File: config.mk
export PLATFORM = sky130hd
export DESIGN_NAME = pipe_hazard_sched_flat
export DESIGN_NICKNAME = d
export VERILOG_FILES = /design/src/rtl/pipe_hazard_sched_pkg.sv /design/src/rtl/pipe_hazard_sched_if.sv /design/src/rtl/pipe_hazard_sched_div.sv /design/src/rtl/pipe_hazard_sched.sv /design/src/flat_wrapper.sv
export SDC_FILE = /design/constraint.sdc
export NUM_CORES = 1
export LEC_CHECK = 0
export ABC_AREA = 0
export BUFFER_PORTS_ARGS = -buffer_cell sky130_fd_sc_hd__buf_4
export CAP_MARGIN = 10
export CORE_MARGIN = 2
export CORE_UTILIZATION = 45
export CTS_BUF_LIST = sky130_fd_sc_hd__clkbuf_16
export DETAILED_ROUTE_END_ITERATION = 10
export PLACE_DENSITY = 0.71
export SETUP_SLACK_MARGIN = 0.4
export SKIP_CTS_REPAIR_TIMING = 1
export SLEW_MARGIN = 10
export SYNTH_ARGS = -nofsm -noshare
export SYNTH_HDL_FRONTEND = slang
export SYNTH_SLANG_ARGS = --single-unit
File: constraint.sdc
create_clock -name clk -period 4.9 [get_ports clk]
set_clock_uncertainty 0.15 [all_clocks]
set_input_delay 0.245 -clock clk [delete_from_list [all_inputs] [get_ports clk]]
set_output_delay 0.245 -clock clk [all_outputs]
set_load 0.03 [all_outputs]
File: src/rtl/pipe_hazard_sched_pkg.sv
// Shared pipeline scheduling types: divider FSM encoding, stage indices, default divide length.
package mips_pipe_pkg;

  typedef enum logic {
    RUN = 1'b0,
    DIV = 1'b1
  } div_state_e;

  localparam int ST_F = 0;
  localparam int ST_D = 1;
  localparam int ST_E = 2;
  localparam int ST_M = 3;
  localparam int ST_W = 4;

  localparam int DIV_CYCLES_DEF = 32;

endpackage

File: src/rtl/pipe_hazard_sched_if.sv
// Hazard sources in, per-stage stall/flush and divider status out; all signals single-cycle levels.
interface pipe_hazard_sched_if;

  logic d_lwstall;
  logic e_div_start;
  logic f_inst_ok;
  logic m_mem_req;
  logic m_data_ok;
  logic m_except;

  logic stall_f, stall_d, stall_e, stall_m, stall_w;
  logic flush_d, flush_e, flush_m, flush_w;
  logic flush_pc;
  logic div_busy;
  logic div_done;

  modport master (
    output d_lwstall, e_div_start, f_inst_ok, m_mem_req, m_data_ok, m_except,
    input  stall_f, stall_d, stall_e, stall_m, stall_w,
    input  flush_d, flush_e, flush_m, flush_w, flush_pc, div_busy, div_done
  );

  modport slave (
    input  d_lwstall, e_div_start, f_inst_ok, m_mem_req, m_data_ok, m_except,
    output stall_f, stall_d, stall_e, stall_m, stall_w,
    output flush_d, flush_e, flush_m, flush_w, flush_pc, div_busy, div_done
  );

endinterface

File: src/rtl/pipe_hazard_sched_div.sv
// Divider occupancy sequencer: RUN/DIV FSM with loadable down-counter; done is
// asserted in the zero-count cycle, DIV_CYCLES after the start edge, unless aborted.
module div_seq_counter
  import mips_pipe_pkg::*;
#(
  parameter int DIV_CYCLES = DIV_CYCLES_DEF,
  parameter int CNT_W      = 6
) (
  input  logic clk,
  input  logic resetn,
  input  logic start,
  input  logic abort,
  output logic busy,
  output logic zero,
  output logic done
);

  div_state_e       state_q, state_d;
  logic [CNT_W-1:0] cnt_q, cnt_d;

  always_comb begin
    state_d = state_q;
    cnt_d   = cnt_q;
    unique case (state_q)
      RUN: begin
        if (start) begin
          state_d = DIV;
          cnt_d   = CNT_W'(DIV_CYCLES - 1);
        end
      end
      DIV: begin
        if (abort || cnt_q == '0) begin
          state_d = RUN;
          cnt_d   = '0;
        end else begin
          cnt_d = cnt_q - CNT_W'(1);
        end
      end
      default: begin
        state_d = RUN;
        cnt_d   = '0;
      end
    endcase
  end

  always_ff @(posedge clk) begin
    if (!resetn) begin
      state_q <= RUN;
      cnt_q   <= '0;
    end else begin
      state_q <= state_d;
      cnt_q   <= cnt_d;
    end
  end

  assign busy = (state_q == DIV);
  assign zero = (cnt_q == '0);
  assign done = busy & zero & ~abort;

endmodule

File: src/rtl/pipe_hazard_sched.sv
// Central stall/flush scheduler for the F/D/E/M/W pipeline; outputs are combinational
// from registered wait/divide state plus current hazard inputs, with no output-to-input path.
module pipe_hazard_sched
  import mips_pipe_pkg::*;
#(
  parameter int DIV_CYCLES = DIV_CYCLES_DEF,
  parameter int CNT_W      = 6
) (
  input  logic                clk,
  input  logic                resetn,
  pipe_hazard_sched_if.slave  hz
);

  logic inst_seen_q, inst_seen_d;
  logic data_seen_q, data_seen_d;
  logic done_hold_q, done_hold_d;

  logic fetch_wait, mem_wait, ex_flush;
  logic div_start, div_busy, div_zero, div_done, div_src;
  logic flush_pc;
  logic [ST_W:ST_F] stall;
  logic [ST_W:ST_D] flush;

  div_seq_counter #(
    .DIV_CYCLES (DIV_CYCLES),
    .CNT_W      (CNT_W)
  ) u_div_seq (
    .clk    (clk),
    .resetn (resetn),
    .start  (div_start),
    .abort  (ex_flush),
    .busy   (div_busy),
    .zero   (div_zero),
    .done   (div_done)
  );

  always_comb begin
    fetch_wait = ~(hz.f_inst_ok | inst_seen_q);
    mem_wait   = hz.m_mem_req & ~(hz.m_data_ok | data_seen_q);
    // An exception waits for any outstanding data access to complete.
    ex_flush   = hz.m_except & ~mem_wait;
    div_src    = div_busy & ~div_zero;
    // The EX instruction that just finished dividing must not restart the unit.
    div_start  = hz.e_div_start & ~ex_flush & ~done_hold_q;

    stall    = '0;
    flush    = '0;
    flush_pc = 1'b0;
    if (!resetn) begin
      flush = '1;
    end else if (ex_flush) begin
      stall[ST_F] = fetch_wait;
      flush       = '1;
      flush_pc    = 1'b1;
    end else begin
      stall[ST_F] = mem_wait | div_src | hz.d_lwstall | fetch_wait;
      stall[ST_D] = mem_wait | div_src | hz.d_lwstall;
      stall[ST_E] = mem_wait | div_src;
      stall[ST_M] = mem_wait;
      for (int x = ST_F; x < ST_W; x++) begin
        flush[x+1] = stall[x] & ~stall[x+1];
      end
    end

    inst_seen_d = stall[ST_F] & (inst_seen_q | hz.f_inst_ok);
    data_seen_d = stall[ST_M] & (data_seen_q | (hz.m_data_ok & hz.m_mem_req));
    done_hold_d = div_done | (stall[ST_E] & done_hold_q);
  end

  always_ff @(posedge clk) begin
    if (!resetn) begin
      inst_seen_q <= 1'b0;
      data_seen_q <= 1'b0;
      done_hold_q <= 1'b0;
    end else begin
      inst_seen_q <= inst_seen_d;
      data_seen_q <= data_seen_d;
      done_hold_q <= done_hold_d;
    end
  end

  assign hz.stall_f  = stall[ST_F];
  assign hz.stall_d  = stall[ST_D];
  assign hz.stall_e  = stall[ST_E];
  assign hz.stall_m  = stall[ST_M];
  assign hz.stall_w  = stall[ST_W];
  assign hz.flush_d  = flush[ST_D];
  assign hz.flush_e  = flush[ST_E];
  assign hz.flush_m  = flush[ST_M];
  assign hz.flush_w  = flush[ST_W];
  assign hz.flush_pc = flush_pc;
  assign hz.div_busy = resetn & div_busy;
  assign hz.div_done = resetn & div_done;

endmodule

File: src/flat_wrapper.sv
// flat-port wrapper written by rule: the top's interface ports become plain ports
module pipe_hazard_sched_flat import mips_pipe_pkg::*;
#(
  parameter int DIV_CYCLES = DIV_CYCLES_DEF,
  parameter int CNT_W      = 6
)
  (clk, resetn, hz_d_lwstall, hz_e_div_start, hz_f_inst_ok, hz_m_mem_req, hz_m_data_ok, hz_m_except, hz_stall_f, hz_stall_d, hz_stall_e, hz_stall_m, hz_stall_w, hz_flush_d, hz_flush_e, hz_flush_m, hz_flush_w, hz_flush_pc, hz_div_busy, hz_div_done);
  pipe_hazard_sched_if hz_i ();
  input  logic clk;
  input  logic resetn;
  input wire logic [$bits(hz_i.d_lwstall)-1:0] hz_d_lwstall;
  input wire logic [$bits(hz_i.e_div_start)-1:0] hz_e_div_start;
  input wire logic [$bits(hz_i.f_inst_ok)-1:0] hz_f_inst_ok;
  input wire logic [$bits(hz_i.m_mem_req)-1:0] hz_m_mem_req;
  input wire logic [$bits(hz_i.m_data_ok)-1:0] hz_m_data_ok;
  input wire logic [$bits(hz_i.m_except)-1:0] hz_m_except;
  output wire logic [$bits(hz_i.stall_f)-1:0] hz_stall_f;
  output wire logic [$bits(hz_i.stall_d)-1:0] hz_stall_d;
  output wire logic [$bits(hz_i.stall_e)-1:0] hz_stall_e;
  output wire logic [$bits(hz_i.stall_m)-1:0] hz_stall_m;
  output wire logic [$bits(hz_i.stall_w)-1:0] hz_stall_w;
  output wire logic [$bits(hz_i.flush_d)-1:0] hz_flush_d;
  output wire logic [$bits(hz_i.flush_e)-1:0] hz_flush_e;
  output wire logic [$bits(hz_i.flush_m)-1:0] hz_flush_m;
  output wire logic [$bits(hz_i.flush_w)-1:0] hz_flush_w;
  output wire logic [$bits(hz_i.flush_pc)-1:0] hz_flush_pc;
  output wire logic [$bits(hz_i.div_busy)-1:0] hz_div_busy;
  output wire logic [$bits(hz_i.div_done)-1:0] hz_div_done;
  assign hz_i.d_lwstall = hz_d_lwstall;
  assign hz_i.e_div_start = hz_e_div_start;
  assign hz_i.f_inst_ok = hz_f_inst_ok;
  assign hz_i.m_mem_req = hz_m_mem_req;
  assign hz_i.m_data_ok = hz_m_data_ok;
  assign hz_i.m_except = hz_m_except;
  assign hz_stall_f = hz_i.stall_f;
  assign hz_stall_d = hz_i.stall_d;
  assign hz_stall_e = hz_i.stall_e;
  assign hz_stall_m = hz_i.stall_m;
  assign hz_stall_w = hz_i.stall_w;
  assign hz_flush_d = hz_i.flush_d;
  assign hz_flush_e = hz_i.flush_e;
  assign hz_flush_m = hz_i.flush_m;
  assign hz_flush_w = hz_i.flush_w;
  assign hz_flush_pc = hz_i.flush_pc;
  assign hz_div_busy = hz_i.div_busy;
  assign hz_div_done = hz_i.div_done;
  pipe_hazard_sched #(.DIV_CYCLES(DIV_CYCLES), .CNT_W(CNT_W)) u_core (.clk(clk), .resetn(resetn), .hz(hz_i));
endmodule
==> results.json <==
{
  "outcome": "finished, final reports clean",
  "power_mw": 0.311,
  "r2r-start": "u_core.u_div_seq.cnt_q[2]$_SDFFE_PN0P_",
  "min_path_cells": 2,
  "drive_gt1_frac": 0.257,
  "cp.required_ps": 4510,
  "cts_tree": "done",
  "insertion_delay_ps": 240,
  "antenna_found_initial": 0,
  "synth-edff-count": 0,
  "ys_top_cells_by_area": "dfxtp_1, nor2_1, inv_1",
  "max_stage_delay_ps": 520,
  "crit_family": "simple AND/OR/NAND/NOR gates",
  "ios": 20,
  "cp_cell_sequence": "or3_1, o21ai_1, nor2_1, o31a_1, buf_4",
  "slowest_stage": "or3_1",
  "syn2layout_area_growth_pct": 30.5,
  "worst_ir_drop_vdd_mv": 0.256,
  "period_needed_ps": 2290,
  "grt_max_degree": 15,
  "reg2reg_setup_slack_ps": 3070,
  "worstHoldStart": "hz_f_inst_ok",
  "root_buffer": "clkbuf_16",
  "drc_errors": 0,
  "grt_pass1_vias": 586,
  "final_nets": 113,
  "vias": 669,
  "rows": 13,
  "drtPass1Iterations": 4,
  "diodes": 0,
  "synth_top_area_frac": 0.301,
  "nFillCells": 128,
  "viasPerCell": 5.77,
  "synth_ff_type": "dfxtp_1",
  "reg2reg_to": "u_core.u_div_seq.cnt_q[4]$_SDFFE_PN0P_",
  "yosysSeqAreaShare": 0.301,
  "io_buffer_count": 18,
  "clock.fmax_mhz": 437,
  "rsz0062_at_grt": "no",
  "drt-wirelength-per-cell_um": 13.7,
  "dpl_worst_slack_ps": 2880,
  "antenna_left": 0,
  "clock_path_buffers": 2,
  "htreeDepth": 1,
  "dieArea_um2": 1800,
  "async_flop_share": 0,
  "wl_um": 1590,
  "cp_data_arrival_time_ps": 1900,
  "p_per_area_nw_per_um2": 358,
  "reg2reg_depth": 4,
  "finalSetupViolCount": 0,
  "cts_buffers": 3,
  "gp_congestion": 0.741,
  "hold_ws_ps": 131,
  "start_kind": "flop",
  "fin_crit_sh": 0.467,
  "p_leak_nw": 0.387,
  "dr.first_iter.drc_count": 21,
  "hold_end": "u_core.inst_seen_q$_SDFF_PN0_",
  "start_util": 0.499,
  "end_kind": "primary output",
  "final_core_util": 0.651,
  "hold_path_class": "input pin to flop",
  "synthCells": 84,
  "criticalPathCategory": "flop to primary output",
  "max_cap_viol_count": 0,
  "critical_path_buf_inv_count": 1,
  "synth.avg_cell_area_um2": 7.92,
  "dp_hpwl_um": 1160,
  "hold_violations": 0,
  "netlist_top_cells_count": "dfxtp_1, nor2_1, inv_1, nand2_1, nor3_1",
  "synth_top_cell_by_area": "dfxtp_1",
  "fin_ws_ps": 2610,
  "core_area_um2": 1330,
  "tns_ps": 0,
  "fp.dieH_um": 42.5,
  "clk_pin_slew_ps": 40,
  "yosysMostFrequentCell": "dfxtp_1",
  "grt-ovfl-total": 0,
  "cts.sinks": 10,
  "worstPathMaxFanout": 6,
  "ys_seq_elements": 10,
  "grt_pass1_wl_um": 2570,
  "synth.distinct_cells": 33,
  "grt_usage": 0.193,
  "report.final.slew_viol_count": 0,
  "syn-cell-area_um2": 666,
  "ys_warn_count": 0,
  "fp.dieW_um": 42.5
}
placed cells by master (no fill, tap or decap), drive strengths merged, types with 3 or more instances in the layout:
cell type | synthesis | layout
nand3 | 3 | 3
clkbuf | 3 | 3
nand2 | 7 | 7
buf | 2 | 18
dfxtp | 10 | 10
o21ai | 5 | 5
nor3 | 5 | 5
a21oi | 4 | 4
nor2 | 9 | 9
o21a | 3 | 3
inv | 7 | 7
per-layer routing:
layer | part of all wire | GRT usage
met1 | 0.47 | 0.250
met2 | 0.47 | 0.277
met5 | 0 | 0
met3 | 0.052 | 0.0776
met4 | 0.0088 | 0.0875
worst register-to-register path, stage by stage, from the launching register on:
cell and delay [ps]:
dfxtp_1 350, or3_1 520, o221ai_4 320, nor3_1 80, o31a_1 300
state kept, by name (all words and copies together) (netlist names):
register / cells
u_core.u_div_seq.cnt_q: 6
u_core.done_hold_q: 1
u_core.inst_seen_q: 1
u_core.u_div_seq.busy: 1
u_core.data_seen_q: 1
metrics by stage:
step,cell area [um2],std cells
2_1_floorplan,669,85
3_3_place_gp,793,113
3_5_place_dp,793,113
4_1_cts,868,116
5_1_grt,868,116
6_report,868,116
cells by family after synthesis:
logic type | count (synthesis) | synth area share
buffers and inverters | 13 | 0.0902
other | 1 | 0.00563
adder cells (fa/ha/maj) | 2 | 0.0376
AND/OR/NAND/NOR | 32 | 0.242
AO/OA/AOI/OAI | 26 | 0.323
flip-flops | 10 | 0.301
where the power goes:
group          switching (mW)  internal [mW]
combinational          0.0448         0.0265
sequential            0.00709         0.0881
clock                  0.0384          0.106
worst max path at each step:
stage	cells after the start	to	from
3_5_place_dp	5	hz_stall_f	u_core.u_div_seq.cnt_q[2]$_SDFFE_PN0P_
4_1_cts	5	hz_stall_f	u_core.u_div_seq.cnt_q[2]$_SDFFE_PN0P_
5_1_grt	5	hz_stall_f	u_core.u_div_seq.cnt_q[2]$_SDFFE_PN0P_
3_3_place_gp	5	hz_stall_f	u_core.u_div_seq.cnt_q[2]$_SDFFE_PN0P_
6_report	5	hz_stall_f	u_core.u_div_seq.cnt_q[2]$_SDFFE_PN0P_
2_1_floorplan	4	hz_flush_e	u_core.u_div_seq.cnt_q[2]$_SDFFE_PN0P_
layout make-up:
type                            instances  area, um2  share of cell area
Clock buffer                            3       75.1              0.0865
Inverter                                8       30.0              0.0346
Multi-Input combinational cell         62        409               0.471
Sequential cell                        10        200               0.231
Tap cell                               15       18.8              0.0216
Timing Repair Buffer                   18        135               0.156
(Power assumes the default switching activity.)
